`src/rtl/ahb_sram_ctrl_if.sv`:
```
// AHB-Lite slave request/response bundle used by ahb_sram_ctrl.
interface ahb_sram_ctrl_if;
    logic        HSEL;
    logic [31:0] HADDR;
    logic [1:0]  HTRANS;
    logic        HWRITE;
    logic [2:0]  HSIZE;
    logic [31:0] HWDATA;
    logic        HREADY;
    logic        HREADYOUT;
    logic [31:0] HRDATA;
    logic        HRESP;

    modport slave (
        input  HSEL, HADDR, HTRANS, HWRITE, HSIZE, HWDATA, HREADY,
        output HREADYOUT, HRDATA, HRESP
    );

    modport master (
        output HSEL, HADDR, HTRANS, HWRITE, HSIZE, HWDATA, HREADY,
        input  HREADYOUT, HRDATA, HRESP
    );
endinterface

```
`src/rtl/ahb_sram_ctrl.sv`:
```
// Zero-wait AHB-Lite to single-port SRAM bridge with a one-entry write buffer
// and read-after-write forwarding. Optional range check: AHB_SRAM_CTRL_RANGE_CHK_EN.
module ahb_sram_ctrl #(
    parameter int unsigned DEPTH_WORDS = 3072
) (
    input  logic           HCLK,
    input  logic           HRESETn,
    ahb_sram_ctrl_if.slave ahb,
    input  logic [31:0]    SRAMRDATA,
    output logic [11:0]    SRAMADDR,
    output logic [3:0]     SRAMWEN,
    output logic [31:0]    SRAMWDATA,
    output logic           SRAMCS0
);

    function automatic logic [3:0] size_lanes(input logic [2:0] size, input logic [1:0] lsb);
        logic [3:0] lanes;
        if (size == 3'd0)      lanes = 4'b0001 << lsb;
        else if (size == 3'd1) lanes = lsb[1] ? 4'b1100 : 4'b0011;
        else                   lanes = 4'b1111;
        return lanes;
    endfunction

    logic        addr_valid;
    logic        in_range;
    logic        rd_acc;
    logic        wr_acc;
    logic        commit;
    logic [11:0] word_addr;
    logic [3:0]  req_lanes;
    logic [31:0] commit_data;

    logic        wp_valid_q,  wp_valid_d;
    logic        wp_dphase_q, wp_dphase_d;
    logic        rd_dphase_q, rd_dphase_d;
    logic [3:0]  fwd_lanes_q, fwd_lanes_d;
    logic [11:0] wp_addr_q,   wp_addr_d;
    logic [3:0]  wp_lanes_q,  wp_lanes_d;
    logic [31:0] wp_data_q,   wp_data_d;

    assign addr_valid = ahb.HSEL & ahb.HREADY & ahb.HTRANS[1];
    assign word_addr  = ahb.HADDR[13:2];
    assign req_lanes  = size_lanes(ahb.HSIZE, ahb.HADDR[1:0]);

    // Everything is gated by HRESETn so a transfer caught by reset never reaches the SRAM.
    assign rd_acc = HRESETn & addr_valid & in_range & ~ahb.HWRITE;
    assign wr_acc = HRESETn & addr_valid & in_range &  ahb.HWRITE;
    assign commit = HRESETn & wp_valid_q & ~rd_acc;

    // In the write's own data phase the data is still on HWDATA, not yet in the buffer.
    assign commit_data = wp_dphase_q ? ahb.HWDATA : wp_data_q;

    always_comb begin
        // NOTE: every signal gets a default first so no path can infer a latch.
        wp_valid_d  = wp_valid_q;
        wp_addr_d   = wp_addr_q;
        wp_lanes_d  = wp_lanes_q;
        wp_data_d   = wp_dphase_q ? ahb.HWDATA : wp_data_q;
        wp_dphase_d = wr_acc;
        rd_dphase_d = rd_acc;
        fwd_lanes_d = 4'b0000;

        if (commit) begin
            wp_valid_d = 1'b0;
        end
        if (wr_acc) begin
            wp_valid_d = 1'b1;
            wp_addr_d  = word_addr;
            wp_lanes_d = req_lanes;
        end
        // A read always blocks the commit, so a pending match is necessarily uncommitted.
        if (rd_acc && wp_valid_q && (wp_addr_q == word_addr)) begin
            fwd_lanes_d = wp_lanes_q;
        end
    end

    // NOTE: sequential state uses non-blocking assignments only, so every flop samples pre-edge values.
    always_ff @(posedge HCLK) begin
        if (!HRESETn) begin
            wp_valid_q  <= 1'b0;
            wp_dphase_q <= 1'b0;
            rd_dphase_q <= 1'b0;
            fwd_lanes_q <= 4'b0000;
        end else begin
            wp_valid_q  <= wp_valid_d;
            wp_dphase_q <= wp_dphase_d;
            rd_dphase_q <= rd_dphase_d;
            fwd_lanes_q <= fwd_lanes_d;
        end
    end

    // NOTE: buffer payload is left unreset; wp_valid_q qualifies every use of it.
    always_ff @(posedge HCLK) begin
        wp_addr_q  <= wp_addr_d;
        wp_lanes_q <= wp_lanes_d;
        wp_data_q  <= wp_data_d;
    end

    always_comb begin
        SRAMCS0    = rd_acc | commit;
        SRAMADDR   = 12'h000;
        SRAMWEN    = 4'b0000;
        SRAMWDATA  = 32'h0000_0000;
        ahb.HRDATA = 32'h0000_0000;

        if (rd_acc) begin
            SRAMADDR = word_addr;
        end else if (commit) begin
            SRAMADDR  = wp_addr_q;
            SRAMWEN   = wp_lanes_q;
            SRAMWDATA = commit_data;
        end

        if (HRESETn && rd_dphase_q) begin
            for (int i = 0; i < 4; i++) begin
                ahb.HRDATA[8*i +: 8] = fwd_lanes_q[i] ? wp_data_q[8*i +: 8] : SRAMRDATA[8*i +: 8];
            end
        end
    end

`ifdef AHB_SRAM_CTRL_RANGE_CHK_EN
    typedef enum logic [1:0] {
        ST_OKAY = 2'd0,
        ST_ERR1 = 2'd1,
        ST_ERR2 = 2'd2
    } err_state_e;

    err_state_e err_q, err_d;
    logic       err_req;
    logic       unused_bits;

    assign in_range    = ({2'b00, ahb.HADDR[31:2]} < DEPTH_WORDS);
    assign err_req     = HRESETn & addr_valid & ~in_range;
    assign unused_bits = ahb.HTRANS[0];

    always_comb begin
        err_d = err_q;
        case (err_q)
            ST_ERR1: err_d = ST_ERR2;
            default: err_d = err_req ? ST_ERR1 : ST_OKAY;
        endcase
    end

    always_ff @(posedge HCLK) begin
        if (!HRESETn) err_q <= ST_OKAY;
        else          err_q <= err_d;
    end

    assign ahb.HREADYOUT = ~HRESETn | (err_q != ST_ERR1);
    assign ahb.HRESP     =  HRESETn & (err_q != ST_OKAY);
`else
    logic unused_bits;

    assign in_range      = 1'b1;
    assign unused_bits   = ^{ahb.HTRANS[0], ahb.HADDR[31:14], DEPTH_WORDS[0]};
    assign ahb.HREADYOUT = 1'b1;
    assign ahb.HRESP     = 1'b0;
`endif

endmodule

```
`src/flat_wrapper.sv`:
```
// flat-port wrapper written by rule: the top's interface ports become plain ports
module ahb_sram_ctrl_flat 
#(
    parameter int unsigned DEPTH_WORDS = 3072
)
  (HCLK, HRESETn, SRAMRDATA, SRAMADDR, SRAMWEN, SRAMWDATA, SRAMCS0, ahb_HSEL, ahb_HADDR, ahb_HTRANS, ahb_HWRITE, ahb_HSIZE, ahb_HWDATA, ahb_HREADY, ahb_HREADYOUT, ahb_HRDATA, ahb_HRESP);
  ahb_sram_ctrl_if ahb_i ();
  input  logic HCLK;
  input  logic HRESETn;
  input  logic [31:0] SRAMRDATA;
  output logic [11:0] SRAMADDR;
  output logic [3:0] SRAMWEN;
  output logic [31:0] SRAMWDATA;
  output logic SRAMCS0;
  input wire logic [$bits(ahb_i.HSEL)-1:0] ahb_HSEL;
  input wire logic [$bits(ahb_i.HADDR)-1:0] ahb_HADDR;
  input wire logic [$bits(ahb_i.HTRANS)-1:0] ahb_HTRANS;
  input wire logic [$bits(ahb_i.HWRITE)-1:0] ahb_HWRITE;
  input wire logic [$bits(ahb_i.HSIZE)-1:0] ahb_HSIZE;
  input wire logic [$bits(ahb_i.HWDATA)-1:0] ahb_HWDATA;
  input wire logic [$bits(ahb_i.HREADY)-1:0] ahb_HREADY;
  output wire logic [$bits(ahb_i.HREADYOUT)-1:0] ahb_HREADYOUT;
  output wire logic [$bits(ahb_i.HRDATA)-1:0] ahb_HRDATA;
  output wire logic [$bits(ahb_i.HRESP)-1:0] ahb_HRESP;
  assign ahb_i.HSEL = ahb_HSEL;
  assign ahb_i.HADDR = ahb_HADDR;
  assign ahb_i.HTRANS = ahb_HTRANS;
  assign ahb_i.HWRITE = ahb_HWRITE;
  assign ahb_i.HSIZE = ahb_HSIZE;
  assign ahb_i.HWDATA = ahb_HWDATA;
  assign ahb_i.HREADY = ahb_HREADY;
  assign ahb_HREADYOUT = ahb_i.HREADYOUT;
  assign ahb_HRDATA = ahb_i.HRDATA;
  assign ahb_HRESP = ahb_i.HRESP;
  ahb_sram_ctrl #(.DEPTH_WORDS(DEPTH_WORDS)) u_core (.HCLK(HCLK), .HRESETn(HRESETn), .ahb(ahb_i), .SRAMRDATA(SRAMRDATA), .SRAMADDR(SRAMADDR), .SRAMWEN(SRAMWEN), .SRAMWDATA(SRAMWDATA), .SRAMCS0(SRAMCS0));
endmodule
```
`config.mk`:
```
export PLATFORM = sky130hd
export DESIGN_NAME = ahb_sram_ctrl_flat
export DESIGN_NICKNAME = d
export VERILOG_FILES = /design/src/rtl/ahb_sram_ctrl_if.sv /design/src/rtl/ahb_sram_ctrl.sv /design/src/flat_wrapper.sv
export SDC_FILE = /design/constraint.sdc
export NUM_CORES = 1
export LEC_CHECK = 0
export CAP_MARGIN = 0
export CORE_UTILIZATION = 39
export CTS_CLUSTER_DIAMETER = 50
export DETAILED_ROUTE_END_ITERATION = 10
export PLACE_DENSITY_LB_ADDON = 0.15
export SYNTH_ARGS = -nofsm -noshare
export SYNTH_HDL_FRONTEND = slang
export SYNTH_SLANG_ARGS = --single-unit
```
`constraint.sdc`:
```
create_clock -name HCLK -period 2.8 [get_ports HCLK]
set_input_delay 0.56 -clock HCLK [delete_from_list [all_inputs] [get_ports HCLK]]
set_output_delay 0.56 -clock HCLK [all_outputs]
set_load 0.005 [all_outputs]
```
==> results.yml, run 1 <==
clock_network:
  htreeDepth: 2
  cts_inserted_buffers: 5
  cts_tree: "yes"
  clock-sinks: 55
  clk_latency_ps: 310
  cts_hold_buffers: 0
  root_buffer: "clkbuf_8"
  cts.path.max_buffers: 2
  clk_pin_slew_ps: 90
yosys:
  syn_area_mm2: 0.00279
  synth.distinct_cells: 26
  synth_compound_area_share_pct: 5.42
  ys_seq_elements: 55
  synth_nets: 368
  synth_top_family_by_area: "multiplexers"
  syn_avg_cell_area_um2: 10.7
  synth-simple-area-share_pct: 17.4
  yosys.area_share.xor_xnor_pct: 2.82
  yosysWarnings: 0
  ys_seq_area_share_pct: 45.1
  synth-adder-area-share_pct: 0
  synth_cells: 262
  synth_mux_area_share_pct: 24.4
detailed_routing:
  drtIter0Drc: 60
  routed_wl_mm: 7.90
  remaining_drc_errors: 0
  drtAntennaViolNets: 0
  vias: 2539
  viasPerCell: 4.79
  routedWlPerCell_um: 14.9
  dr.pass1.iters: 6
floorplanning:
  core_mm2: 0.00687
  die_w_um: 86.6
  start_util_pct: 40.7
  die_area_mm2: 0.00751
  die_y_um: 86.6
  rows: 30
  io_pins: 189
global_route:
  grt_pass1_vias: 2482
  grt_use_total_pct: 20.8
  overflow: 0
  grt_pass1_wl_mm: 12.0
  antenna_found_initial: 0
  grt_max_degree: 29
timing:
  rsz0062_at_grt: "no"
  slew_violations: 0
  tightest_slew_ps: 513
  hold_viol_final: 0
  fin_crit_ps: 2530
  max_freq_ghz: 0.396
  report.final.setup_viol: 0
  setup_tns_ps: 0
  relSlewSlack_pct: 65.8
  skew_ps: 8.83
  finalCritPeriodShare_pct: 90.2
power:
  peakVddDrop_mv: 0.230
  p_leak_nw: 1.83
  p_per_area_mw_per_mm2: 365
place:
  place.port_buffers: 167
  hpwl_mm: 6.04
  gp_congestion: 0.801
worst_setup_path:
  start_kind: "flip-flop"
  crit_buf_inv: 2
  cp_slowest_cell: "clkdlybuf4s50_1"
  crit_chain: "buf_4, mux2_2, and2_1, clkdlybuf4s50_1"
  crit_path_max_fanout: 23
  arrival_ps: 1970
  crit_required_ps: 2240
  cp-end-kind: "primary output"
  max_stage_delay_ps: 470
  cp_top_family: "buffers and inverters"
  critPathKind: "reg2out"
cells_and_area:
  nets: 539
  area_growth_pct: 70.4
  n_antenna_cell: 0
  mostFrequentLayoutCell: "clkdlybuf4s50_1"
  drive_gt1_share_pct: 12.0
  utilization_pct: 69.3
  layout_common_cells: "clkdlybuf4s50_1 (158), dfxtp_1 (39), nor2_1 (38)"
  fillerInstances: 566
min_path:
  hold_class: "reg2reg"
flow_run:
  cap_violations: 0
outcome:
  status: "finished, final reports clean"
==> cell type report <==
| cell class | instances | area [um2] | share of cell area (%) |
|---|---|---|---|
| clock buffers | 6 | 72.6 | 1.52 |
| clock inverters | 2 | 7.51 | 0.158 |
| inverters | 5 | 18.8 | 0.394 |
| multi-input cells | 183 | 1410 | 29.6 |
| flip-flops and latches | 55 | 1260 | 26.5 |
| well taps | 96 | 120 | 2.52 |
| repair buffers | 183 | 1870 | 39.3 |
==> routing by layer <==
layer	wire (um)	track usage [%]
met1	3360	24.7
met2	3880	36.7
met3	548	5.81
met4	107	5.91
met5	0	0
==> synthesized netlist by cell type <==
library cell	number	area, um2
nor2_2	1	6.26
dfxtp_1	39	781
a22o_1	12	105
nor2_4	1	11.3
nor4_2	1	12.5
mux2i_1	32	320
inv_1	5	18.8
clkbuf_1	8	30.0
and4_1	5	43.8
nor2b_1	1	6.26
a222oi_1	1	10.0
nand4_4	1	21.3
mux2_2	27	304
and2_1	36	225
buf_6	3	33.8
nor2_1	38	143
edfxtp_1	16	480
buf_2	6	30.0
o21ai_0	6	30.0
conb_1	2	7.51
xnor2_1	9	78.8
nand2_1	3	11.3
o22ai_1	1	6.26
mux2_1	5	56.3
nand4_1	1	6.26
buf_4	2	15.0
==> power by group <==
| group | switching, W | internal [W] |
|---|---|---|
| Clock | 0.000250 | 0.000172 |
| Sequential | 0.0000521 | 0.000937 |
| Combinational | 0.0000996 | 0.000229 |
==> path summary, 6_finish.rpt <==
check                             from                    end  slack, ps  depth (start not counted)
setup / recovery    u_core.wp_dphase_q          SRAMWDATA[16]        270                          4
hold / removal    u_core.wp_data_q[23]   u_core.wp_data_q[23]        490                          1
setup reg to reg   u_core.wp_addr_q[5]  u_core.fwd_lanes_q[2]       1400                          4
hold reg to reg   u_core.wp_data_q[23]   u_core.wp_data_q[23]        490                          1
==> flip-flops by register name, summed over array words and instances, names as in the netlist <==
| signal | flops |
|---|---|
| u_core.fwd_lanes_q | 4 |
| u_core.rd_dphase_q | 1 |
| u_core.wp_addr_q | 12 |
| u_core.wp_data_q | 32 |
| u_core.wp_dphase_q | 1 |
| u_core.wp_lanes_q | 4 |
| u_core.wp_valid_q | 1 |
==> stage by stage <==
stage | power (W) | area (um2) | hold slack, ps | instances | setup slack (ps)
after global routing | 0.00183 | 4760 | 518 | 530 | 169
final | 0.00174 | 4760 | 487 | 530 | 275
after global placement | 0.00132 | 4590 | 457 | 520 | -31.2
after floorplan | 0.00115 | 2790 | 448 | 262 | 924
after CTS | 0.00176 | 4690 | 492 | 528 | -5.72
after detailed placement | 0.00134 | 4590 | 468 | 520 | -36.6
==> kinds of logic after synthesis <==
group / count (synthesis)
simple gates: 88
mux: 64
flops: 55
buf+inv: 24
compound gates: 20
xor+xnor: 9
other cells: 2
==> repair_timing <==
item / in CTS / in global routing
cloned: 0 / 1
setup buffers: 0 / 1
setup endpoints to repair: 25 / 41
pin swaps: 0 / 0
gates resized for setup: 5 / 12
No activity file was read; power rests on OpenSTA's default activity.
==> inputs of run 2 (changes only) <==
--- a/config.mk
+++ b/config.mk
@@ -5,7 +5,9 @@
 export SDC_FILE = /design/constraint.sdc
 export NUM_CORES = 1
 export LEC_CHECK = 0
+export ABC_CLOCK_PERIOD_IN_PS = 2800
 export CAP_MARGIN = 0
+export CORE_MARGIN = 2
 export CORE_UTILIZATION = 39
 export CTS_CLUSTER_DIAMETER = 50
 export DETAILED_ROUTE_END_ITERATION = 10
==> results.yml, run 2 (same netlist as run 1, synthesis figures left out) <==
outcome:
  status: "finished, final reports clean"
detailed_routing:
  viasPerCell: 4.71
  drtIter0Drc: 48
  routed_wl_mm: 7.91
  dr.pass1.iters: 4
  remaining_drc_errors: 0
  drtAntennaViolNets: 0
  vias: 2483
  routedWlPerCell_um: 15.0
cells_and_area:
  n_antenna_cell: 0
  nets: 536
  drive_gt1_share_pct: 11.8
  final_area_mm2: 0.00479
  largest_register_ffs: 32
  top_regs: "u_core.wp_data_q x32, u_core.wp_addr_q x12"
  mostFrequentLayoutCell: "clkdlybuf4s50_1"
  utilization_pct: 69.7
  layout_common_cells: "clkdlybuf4s50_1 (147), dfxtp_1 (39), nor2_1 (38)"
  area_growth_pct: 71.3
  top_register: "u_core.wp_data_q"
clock_network:
  clk_pin_slew_ps: 90
  cts.path.max_buffers: 2
  cts_inserted_buffers: 5
  clock-sinks: 55
  cts_tree: "yes"
  htreeDepth: 2
  clk_latency_ps: 300
  root_buffer: "clkbuf_8"
timing:
  whs_ps: 492
  skew_ps: 4.18
  max_freq_ghz: 0.366
  slew_violations: 0
  tightest_slew_ps: 525
  hold_viol_final: 0
  finalCritPeriodShare_pct: 97.7
  worst_slack_ps: 64.2
  fin_crit_ps: 2740
  rsz0062_at_grt: "yes"
  relSlewSlack_pct: 65.0
  report.final.setup_viol: 0
power:
  p_leak_nw: 2.01
  p_per_area_mw_per_mm2: 403
  finalPower_w: 0.00193
  peakVddDrop_mv: 0.259
worst_setup_path:
  max_stage_delay_ps: 500
  crit_chain: "clkdlybuf4s50_1, nand4_4, nor2_4, nor2_4, buf_4, and2_1, clkdlybuf4s50_1"
  crit_required_ps: 2240
  arrival_ps: 2180
  cp_top_family: "buffers and inverters"
  critPathKind: "in2out"
  crit_path_max_fanout: 7
  start_kind: "input pin"
  crit_buf_inv: 3
  cp_slowest_cell: "clkdlybuf4s50_1"
  cp-end-kind: "primary output"
place:
  dpl_worst_slack_ps: -127
  hpwl_mm: 6.01
  gp_congestion: 0.792
  placed_cell_area_mm2: 0.00457
  place.port_buffers: 167
global_route:
  grt_use_total_pct: 19.6
  grt_max_degree: 33
  overflow: 0
  grt_pass1_vias: 2415
  antenna_found_initial: 0
  grt_pass1_wl_mm: 11.9
floorplanning:
  start_util_pct: 40.7
  rows: 30
  die_y_um: 88.6
  io_pins: 189
  core_mm2: 0.00687
  die_w_um: 88.6
  die_area_mm2: 0.00786
min_path:
  hold_class: "reg2reg"
flow_run:
  cap_violations: 0
[run 2: cell types whose count changed in the layout (fill, tap and decap cells not counted), sizes merged]
cell | previous run | this run
dlymetal6s2s | 9 | 16
dlygate4sd2 | 0 | 4
buf | 15 | 13
bufinv | 0 | 2
clkinv | 2 | 0
clkdlybuf4s50 | 158 | 147
clkbuf | 7 | 6
[run 2: cell type report]
cell class	instances	area, um2
Fill cell	556	2080
Timing Repair Buffer	180	1840
Multi-Input combinational cell	183	1410
Sequential cell	55	1260
Tap cell	96	120
Clock buffer	6	72.6
Clock inverter	2	60.1
Inverter	5	18.8
[run 2: worst reg2reg max path: stages, from the launching register on]
cell and delay (ps):
edfxtp_1 430, xnor2_1 170, nand2_1 90, nor4_2 370, and4_1 270
[run 2: per-layer routing]
| metal | wire, um | share of wire (%) | vias to the layer above | GRT usage [%] |
|---|---|---|---|---|
| met5 | 0 | 0 | - | 0 |
| met4 | 33 | 0.42 | 0 | 3.44 |
| met3 | 617 | 7.8 | 2 | 5.22 |
| met2 | 3880 | 49 | 96 | 34.7 |
| met1 | 3380 | 43 | 1150 | 24.1 |
| li1 | - | - | 1235 | - |
[run 2: final timing paths]
kind	start	depth (start not counted)	to	slack, ps
worst max register to register	u_core.wp_addr_q[8]	4	u_core.fwd_lanes_q[3]	1400
worst max-delay path	ahb_HREADY	7	SRAMWDATA[14]	60
worst min-delay path	u_core.wp_data_q[23]	1	u_core.wp_data_q[23]	490
worst min register to register	u_core.wp_data_q[23]	1	u_core.wp_data_q[23]	490
[run 2: timing repair]
| item | 4_1_cts | 5_1_grt |
|---|---|---|
| gates resized for setup | 9 | 20 |
| pin swaps | 1 | 2 |
| setup buffers | 0 | 1 |
| hold buffers | 0 | 0 |
| endpoints found under the setup margin | 41 | 42 |
| gates cloned | 1 | 0 |
[run 2: through the flow]
step / instances / TNS [ps]
floorplan: 262 / 0
detailed placement: 517 / -3870
global route: 527 / -12.1
global placement: 517 / -3340
finish: 527 / 0
CTS: 526 / -0.694
[run 2: where the power goes]
| group | internal (W) | total, W | switching [W] |
|---|---|---|---|
| clock | 0.000358 | 0.000614 | 0.000256 |
| sequential | 0.000937 | 0.000990 | 0.0000528 |
| combinational | 0.000226 | 0.000325 | 0.0000995 |
| total | 0.00152 | 0.00193 | 0.000409 |
